<file path="src/rtl/booth_pkg.sv">
// Shared types and constants for the Booth multiplier sequencer.
package booth_pkg;

  // Default operand width in bits; the product is twice this wide.
  localparam int WIDTH_DEF = 8;

  // Sequencer states; the encodings are also shown on the LEDs.
  typedef enum logic [2:0] {
    ESPERA_A  = 3'd0,
    ESPERA_B  = 3'd1,
    LISTO     = 3'd2,
    CORRIENDO = 3'd3,
    MOSTRAR   = 3'd4,
    ERROR     = 3'd5
  } estado_sec_t;

endpackage

</file>
<file path="src/rtl/contador_timeout.sv">
// Run-cycle counter used to bound how long the sequencer waits for the
// Booth core. fin flags the last allowed cycle, TIMEOUT-1.
module contador_timeout #(
  parameter int TIMEOUT = 64
) (
  input  logic clk,
  input  logic rst,
  input  logic clr,
  input  logic en,
  output logic fin
);

  localparam int            CW       = $clog2(TIMEOUT);
  localparam logic [CW-1:0] TERMINAL = CW'(TIMEOUT - 1);

  logic [CW-1:0] cnt_q;
  logic [CW-1:0] cnt_d;

  // Next count: a clear wins over counting.
  always_comb begin
    // NOTE: assign the default first so that no path leaves cnt_d unassigned and infers a latch.
    cnt_d = cnt_q;
    if (clr) begin
      cnt_d = '0;
    end else if (en) begin
      cnt_d = cnt_q + CW'(1);
    end
  end

  // Count register with synchronous reset.
  always_ff @(posedge clk) begin
    // NOTE: every flop gets a known reset value; the sequencer relies on a clean count after rst.
    if (rst) begin
      // NOTE: non-blocking assignments keep all flops updating from pre-edge values.
      cnt_q <= '0;
    end else begin
      cnt_q <= cnt_d;
    end
  end

  assign fin = (cnt_q == TERMINAL);

endmodule

</file>
<file path="src/rtl/secuenciador_booth.sv">
// Operand entry and run sequencer for the Booth multiplier. It loads the
// two operands from the switch bank, launches the core with a one-cycle
// start, waits for done under a timeout and latches the product.
module secuenciador_booth
  import booth_pkg::*;
#(
  parameter int WIDTH   = booth_pkg::WIDTH_DEF,
  parameter int TIMEOUT = 64
) (
  input  logic               clk,
  input  logic               rst,
  input  logic [WIDTH-1:0]   sw,
  input  logic               btn_load,
  input  logic               btn_start,
  input  logic               btn_clear,
  input  logic               done,
  input  logic [2*WIDTH-1:0] producto,
  output logic [WIDTH-1:0]   op_a,
  output logic [WIDTH-1:0]   op_b,
  output logic               start,
  output logic [2*WIDTH-1:0] resultado,
  output logic               valido,
  output logic               error,
  output logic [2:0]         fase
);

  estado_sec_t        state_q,     state_d;
  logic [WIDTH-1:0]   op_a_q,      op_a_d;
  logic [WIDTH-1:0]   op_b_q,      op_b_d;
  logic               start_q,     start_d;
  logic [2*WIDTH-1:0] resultado_q, resultado_d;
  logic               valido_q,    valido_d;
  logic               error_q,     error_d;

  logic cnt_fin;
  logic cnt_en;

  // The counter restarts on the cycle that enters CORRIENDO (same
  // condition that raises start) and advances while running.
  assign cnt_en = (state_q == CORRIENDO);

  contador_timeout #(
    .TIMEOUT (TIMEOUT)
  ) u_contador_timeout (
    .clk (clk),
    .rst (rst),
    .clr (start_d),
    .en  (cnt_en),
    .fin (cnt_fin)
  );

  // Next-state and register updates; btn_clear outranks everything,
  // then done, then timeout, then btn_load, then btn_start.
  always_comb begin
    state_d     = state_q;
    op_a_d      = op_a_q;
    op_b_d      = op_b_q;
    resultado_d = resultado_q;
    valido_d    = valido_q;
    error_d     = error_q;

    if (btn_clear) begin
      state_d     = ESPERA_A;
      op_a_d      = '0;
      op_b_d      = '0;
      resultado_d = '0;
      valido_d    = 1'b0;
      error_d     = 1'b0;
    end else begin
      unique case (state_q)
        ESPERA_A: begin
          if (btn_load) begin
            op_a_d  = sw;
            state_d = ESPERA_B;
          end
        end
        ESPERA_B: begin
          if (btn_load) begin
            op_b_d  = sw;
            state_d = LISTO;
          end
        end
        LISTO: begin
          if (btn_load) begin
            op_a_d  = sw;
            state_d = ESPERA_B;
          end else if (btn_start) begin
            state_d = CORRIENDO;
          end
        end
        CORRIENDO: begin
          // start_q marks the entry cycle, in which done is not trusted.
          if (!start_q && done) begin
            resultado_d = producto;
            valido_d    = 1'b1;
            state_d     = MOSTRAR;
          end else if (cnt_fin) begin
            error_d = 1'b1;
            state_d = ERROR;
          end
        end
        MOSTRAR: begin
          if (btn_load) begin
            op_a_d   = sw;
            valido_d = 1'b0;
            state_d  = ESPERA_B;
          end else if (btn_start) begin
            valido_d = 1'b0;
            state_d  = CORRIENDO;
          end
        end
        ERROR: begin
          state_d = ERROR;
        end
        default: begin
          state_d = ESPERA_A;
        end
      endcase
    end

    // One-cycle launch pulse on every transition into CORRIENDO.
    start_d = (state_d == CORRIENDO) && (state_q != CORRIENDO);
  end

  // State and output registers with synchronous reset.
  always_ff @(posedge clk) begin
    if (rst) begin
      state_q     <= ESPERA_A;
      op_a_q      <= '0;
      op_b_q      <= '0;
      start_q     <= 1'b0;
      resultado_q <= '0;
      valido_q    <= 1'b0;
      error_q     <= 1'b0;
    end else begin
      state_q     <= state_d;
      op_a_q      <= op_a_d;
      op_b_q      <= op_b_d;
      start_q     <= start_d;
      resultado_q <= resultado_d;
      valido_q    <= valido_d;
      error_q     <= error_d;
    end
  end

  assign op_a      = op_a_q;
  assign op_b      = op_b_q;
  assign start     = start_q;
  assign resultado = resultado_q;
  assign valido    = valido_q;
  assign error     = error_q;
  assign fase      = state_q;

endmodule

</file>
<file path="config.mk">
export PLATFORM = sky130hd
export DESIGN_NAME = secuenciador_booth
export DESIGN_NICKNAME = d
export VERILOG_FILES = /design/src/rtl/booth_pkg.sv /design/src/rtl/contador_timeout.sv /design/src/rtl/secuenciador_booth.sv
export SDC_FILE = /design/constraint.sdc
export NUM_CORES = 1
export LEC_CHECK = 0
export CORE_MARGIN = 2
export CORE_UTILIZATION = 30
export CTS_BUF_LIST = sky130_fd_sc_hd__clkbuf_4
export CTS_CLUSTER_DIAMETER = 50
export DETAILED_ROUTE_END_ITERATION = 12
export HOLD_SLACK_MARGIN = 0.02
export PLACE_DENSITY = 0.7
export SLEW_MARGIN = 40
export SYNTH_ARGS = -nofsm -noshare
export SYNTH_HDL_FRONTEND = slang
export SYNTH_SLANG_ARGS = --single-unit
export TNS_END_PERCENT = 50
</file>
<file path="constraint.sdc">
create_clock -name clk -period 4.3 [get_ports clk]
set_clock_uncertainty 0.05 [all_clocks]
set_input_delay 0.86 -clock clk [delete_from_list [all_inputs] [get_ports clk]]
set_output_delay 0.86 -clock clk [all_outputs]
set_load 0.1 [all_outputs]
</file>
==> impl_metrics.yaml, run 1 <==
status:
  run_status: "finished clean"
setup_path:
  worst_setup_path_start_kind: "primary input"
  r2r_cells: 4
  crit_start: "btn_load"
  crit_slowest_cell: "clkdlybuf4s50_1"
  path_depth: 5
  end_kind: "flip-flop"
  crit_end: "u_contador_timeout.cnt_q[4]"
  critPathBufInv: 1
  cp_max_fo: 9
  crit_chain: "clkdlybuf4s50_1 > and4bb_1 > a211oi_2 > a211oi_2 > nor3_1"
  r2r_setup_slack_ns: 2.42
  critical_path_class: "primary input to flip-flop"
  crit_top_cell: "a211oi_2"
  cp_slowest_stage_delay_ns: 0.60
  cpLargestDelayFamily: "buffers and inverters"
  rr_endpoint: "u_contador_timeout.cnt_q[4]"
  worstPathArrival_ns: 2.57
  required_ns: 4.47
  crit-reg2reg-launch: "fase[0]"
global_routing:
  grt-ovfl-total: 0
  grt_first_pass_wirelength_mm: 6.13
  antenna_found_initial: 0
  grt_max_degree: 21
  grt_pass1_vias: 1319
  track_usage_pct: 12.1
cts:
  cts_resized: 0
  holdBufCountCts: 0
  cts.htree.levels: 2
  clock-root-buffer: "clkbuf_4"
  tritoncts: "done"
  cts_num_sinks: 44
  clock_path_buffers: 2
  cts_buffers: 5
  cts_setup_buffers: 0
  clk_pin_slew_ns: 0.12
  worst_skew_pair.late_latency_ns: 0.34
sta:
  fin_crit_sh_pct: 55.9
  hold_viol: 0
  setup_tns_ns: 0
  slew_violations: 0
  min_period_ns: 2.40
  slew_headroom_pct: 54.5
  rsz0062_at_grt: "false"
  worst_pin_slew_ns: 0.681
  holdWs_ns: 0.410
  setup_viol: 0
  max_freq_mhz: 416
synthesis:
  netlist-cell-type-count: 32
  syn_nets: 230
  synth_flop_cell: "dfxtp_1"
  syn_area_per_cell_um2: 8.80
  synth_edf_count: 0
  synth.cell_area_mm2: 0.00175
  yosysSeqAreaShare_pct: 50.3
  syn_inst: 199
  yosysWarnings: 0
  synth-seq-cells: 44
  synthArstFlopShare_pct: 0
floorplan:
  initial_core_util_pct: 31.4
  dieArea_mm2: 0.00647
  dieWidth_um: 80.4
  die_y_um: 80.4
  row_count: 27
  ios: 68
  coreArea_mm2: 0.00557
detailed_routing:
  drt_iter0_drc: 60
  drcViolationCount: 0
  dr.pass1.iters: 4
  routed_wl_mm: 3.93
  postRouteAntennaNets: 0
  routedWlPerCell_um: 11.8
  vias: 1528
  vias_per_cell: 4.59
final_layout:
  drive_above_1_share_pct: 19.5
  num_antenna_cells: 0
  area_delta_synth_final_pct: 31.0
  stdcell_area_mm2: 0.00229
  layout_common_cells: "53 x nand2_1, 44 x dfxtp_1, 38 x buf_2"
  final_common_cell: "nand2_1"
  final_nets: 291
placement:
  place_area_mm2: 0.00224
  gp_congestion: 0.779
  dpl.hpwl_mm: 2.82
  io_buffers: 67
pwr:
  switchingPower_uw: 177
  comb_power_share_pct: 12.5
  clock_power_share_pct: 28.3
  seqPwrFrac_pct: 59.3
  p_int_uw: 522
  totalPowerFinal_uw: 699
  ir_drop_uv: 122
  power_density_mw_per_mm2: 305
  switching_share_pct: 25.3
  p_leak_uw: 0.000903
min_path:
  hold_path_depth: 2
  hp-class: "flip-flop to flip-flop"
run:
  maxCapViolations: 0
-- stage by stage --
stage / util, % / instances / worst slack [ns]
6_report: 41.2 / 333 / 1.90
5_1_grt: 41.2 / 333 / 1.83
4_1_cts: 41.2 / 333 / 1.93
3_5_place_dp: 40.2 / 325 / 1.57
3_3_place_gp: 43.6 / 325 / 1.61
2_1_floorplan: - / 199 / 2.13
-- flip-flops by register name, indices dropped and copies added (netlist names) --
register / count
error: 1
fase: 3
op_a: 8
op_b: 8
resultado: 16
start: 1
u_contador_timeout.cnt_q: 6
valido: 1
-- worst min path at each step --
stage,startpoint,end
2_1_floorplan,u_contador_timeout.cnt_q[5],u_contador_timeout.cnt_q[5]
5_1_grt,resultado[7],resultado[7]
3_3_place_gp,resultado[2],resultado[2]
6_report,resultado[11],resultado[11]
4_1_cts,op_b[4],op_b[4]
3_5_place_dp,op_b[4],op_b[4]
-- metal layers --
layer	up-vias	share of wire, %	GRT usage (%)
li1	789	-	-
met1	690	45	14.6
met2	47	47	20.3
met3	2	7.6	4.27
met4	0	0.31	3.56
met5	-	0	0
-- cells by family after synthesis --
logic type / synth area share, %
DFF: 50.3
xor gates and xnor gates: 2.50
muxes: 5.14
adders and majority gates: 0.714
and+or+nand+nor: 23.1
buffers and inverters: 5.21
AOI/OAI and AO/OA: 13.1
-- power by group through the flow --
stage,Clock (uW),Sequential (uW),Combinational [uW]
final,198,414,87.3
after global routing,228,416,92.3
after CTS,210,415,88.0
after detailed placement,0,424,87.5
after global placement,0,424,91.3
after floorplan,0,451,24.7
-- worst min-delay path, delay by kind of cell (launching register included) --
family | cells | cell delay (ns)
flip-flops | 1 | 0.33
AND/OR/NAND/NOR | 1 | 0.05
AO/OA/AOI/OAI | 1 | 0.05
-- layout make-up --
class | instances | area (um2)
well taps | 72 | 90.1
clock inverters | 1 | 3.75
multi-input cells | 141 | 779
clock buffers | 7 | 52.6
flip-flops and latches | 44 | 881
fillers | 587 | 3280
repair buffers | 68 | 488
-- synthesized netlist by cell type, drive strengths merged, types with 2 or more instances --
master	number	area, um2
nand2	53	199
dfxtp	44	881
a21oi	27	135
nor2	12	47.6
buf	9	72.6
mux2i	9	90.1
nor3	7	35.0
clkbuf	5	18.8
a211oi	3	32.5
nand2b	3	18.8
nand3b	3	22.5
or2	3	18.8
xor2	3	26.3
nand4	2	12.5
nor4b	2	23.8
o21ai	2	10.0
xnor2	2	17.5
Power figures use the tool's default switching activity.
==> run 2, diff against run 1 <==
==> constraint.sdc (replaced) <==
create_clock -name clk -period 2.3 [get_ports clk]
set_clock_uncertainty 0.05 [all_clocks]
set_input_delay 0.46 -clock clk [delete_from_list [all_inputs] [get_ports clk]]
set_output_delay 0.46 -clock clk [all_outputs]
set_load 0.1 [all_outputs]
==> run 2 against run 1 <==
  * Design area increased by 5.8%
  * Register-to-register slack worse by 2.0 ns
  * Combinational power is 96% higher
  * Global-route usage rose by 0.60 points
  * Clock power grew 84%
  * Flip-flop and latch count unchanged
  * Critical endpoint is now u_contador_timeout.cnt_q[5]
  * Largest power group unchanged
==> impl_metrics.yaml, run 2 (synthesis gave the netlist of run 1 again) <==
detailed_routing:
  vias: 1563
  dr.pass1.iters: 4
  routed_wl_mm: 3.96
  drt_iter0_drc: 59
  drcViolationCount: 0
  vias_per_cell: 4.62
  postRouteAntennaNets: 0
  routedWlPerCell_um: 11.7
cts:
  holdBufCountCts: 0
  cts.htree.levels: 2
  cts_setup_buffers: 0
  clock_path_buffers: 2
  worst_skew_pair.late_latency_ns: 0.33
  cts_resized: 0
  cts_num_sinks: 44
  cts_buffers: 5
  tritoncts: "done"
  clock-root-buffer: "clkbuf_4"
  clk_pin_slew_ns: 0.12
setup_path:
  end_kind: "flip-flop"
  cp_max_fo: 11
  crit_slowest_cell: "dfxtp_1"
  critPathBufInv: 0
  cp_slowest_stage_delay_ns: 0.52
  crit-reg2reg-launch: "fase[0]"
  worstPathArrival_ns: 2.01
  r2r_setup_slack_ns: 0.46
  crit_chain: "and3b_1 > o211ai_2 > a211oi_2 > nor3_1"
  crit_start: "fase[0]"
  critical_path_class: "flip-flop to flip-flop"
  worst_setup_path_start_kind: "flip-flop"
  required_ns: 2.47
  cpLargestDelayFamily: "compound AO/OA/AOI/OAI gates"
global_routing:
  grt_max_degree: 21
  track_usage_pct: 12.7
  grt_pass1_vias: 1483
  grt-ovfl-total: 0
  antenna_found_initial: 0
  grt_first_pass_wirelength_mm: 6.48
sta:
  min_period_ns: 1.84
  max_freq_mhz: 543
  setup_tns_ns: 0
  slew_violations: 0
  worst_pin_slew_ns: 0.511
  hold_viol: 0
  fin_crit_sh_pct: 80.1
  slew_headroom_pct: 65.4
  holdWs_ns: 0.412
  rsz0062_at_grt: "false"
  setup_viol: 0
final_layout:
  layout_common_cells: "53 x nand2_1, 44 x dfxtp_1, 44 x buf_4"
  largest_reg_flops: 16
  num_antenna_cells: 0
  area_delta_synth_final_pct: 38.6
  final_common_cell: "nand2_1"
  drive_above_1_share_pct: 21.1
  stdcell_count: 338
  final_nets: 296
  postLayoutCoreUtil_pct: 43.5
floorplan:
  row_count: 27
  coreArea_mm2: 0.00557
  dieWidth_um: 80.4
  die_y_um: 80.4
  ios: 68
  dieArea_mm2: 0.00647
  initial_core_util_pct: 31.4
status:
  run_status: "finished clean"
pwr:
  ir_drop_uv: 275
  totalPowerFinal_uw: 1310
  power_density_mw_per_mm2: 540
  p_leak_uw: 0.000923
run:
  maxCapViolations: 0
placement:
  dpl.hpwl_mm: 2.94
  io_buffers: 67
  gp_congestion: 0.808
  dpl.cell_count: 330
min_path:
  hp-class: "flip-flop to flip-flop"
  worstHoldStart: "resultado[13]"
-- run 2: cell types whose count changed in the layout (fill, tap and decap cells not counted), sizes merged --
cell	delta
buf	+5
-- run 2: layout make-up --
| type | instances | area [um2] |
|---|---|---|
| Clock buffer | 7 | 52.6 |
| Clock inverter | 1 | 3.75 |
| Fill cell | 591 | 3150 |
| Multi-Input combinational cell | 141 | 779 |
| Sequential cell | 44 | 881 |
| Tap cell | 72 | 90.1 |
| Timing Repair Buffer | 73 | 621 |
-- run 2: per-stage QoR --
stage | worst slack [ns] | cell area (um2)
3_5_place_dp | 0.124 | 2370
5_1_grt | 0.264 | 2430
4_1_cts | 0.424 | 2430
6_report | 0.458 | 2430
3_3_place_gp | 0.142 | 2370
2_1_floorplan | 0.133 | 1750
-- run 2: tightest hold or removal path: stages, from the launching register on --
cell and delay, ns:
dfxtp_1 0.33, nand2_1 0.05, a21oi_1 0.05
-- run 2: layer usage --
metal	wire [um]	global-route usage, %	share of wire [%]	up-vias
met5	0	0	0	-
li1	-	-	-	798
met1	1780	14.9	45	714
met2	1860	21.9	47	46
met4	31	3.56	0.78	0
met3	277	4.49	7.0	5
-- run 2: where the power goes --
group / total, uW / internal (uW) / switching [uW]
Clock: 364 / 142 / 222
Sequential: 775 / 769 / 6.07
Combinational: 171 / 72.8 / 98.0
Total: 1310 / 983 / 327
-- run 2: path summary, 6_finish.rpt --
| path | cells past startpoint | end |
|---|---|---|
| setup / recovery | 4 | u_contador_timeout.cnt_q[5] |
| hold reg to reg | 2 | resultado[13] |
| hold / removal | 2 | resultado[13] |
| setup reg to reg | 4 | u_contador_timeout.cnt_q[5] |
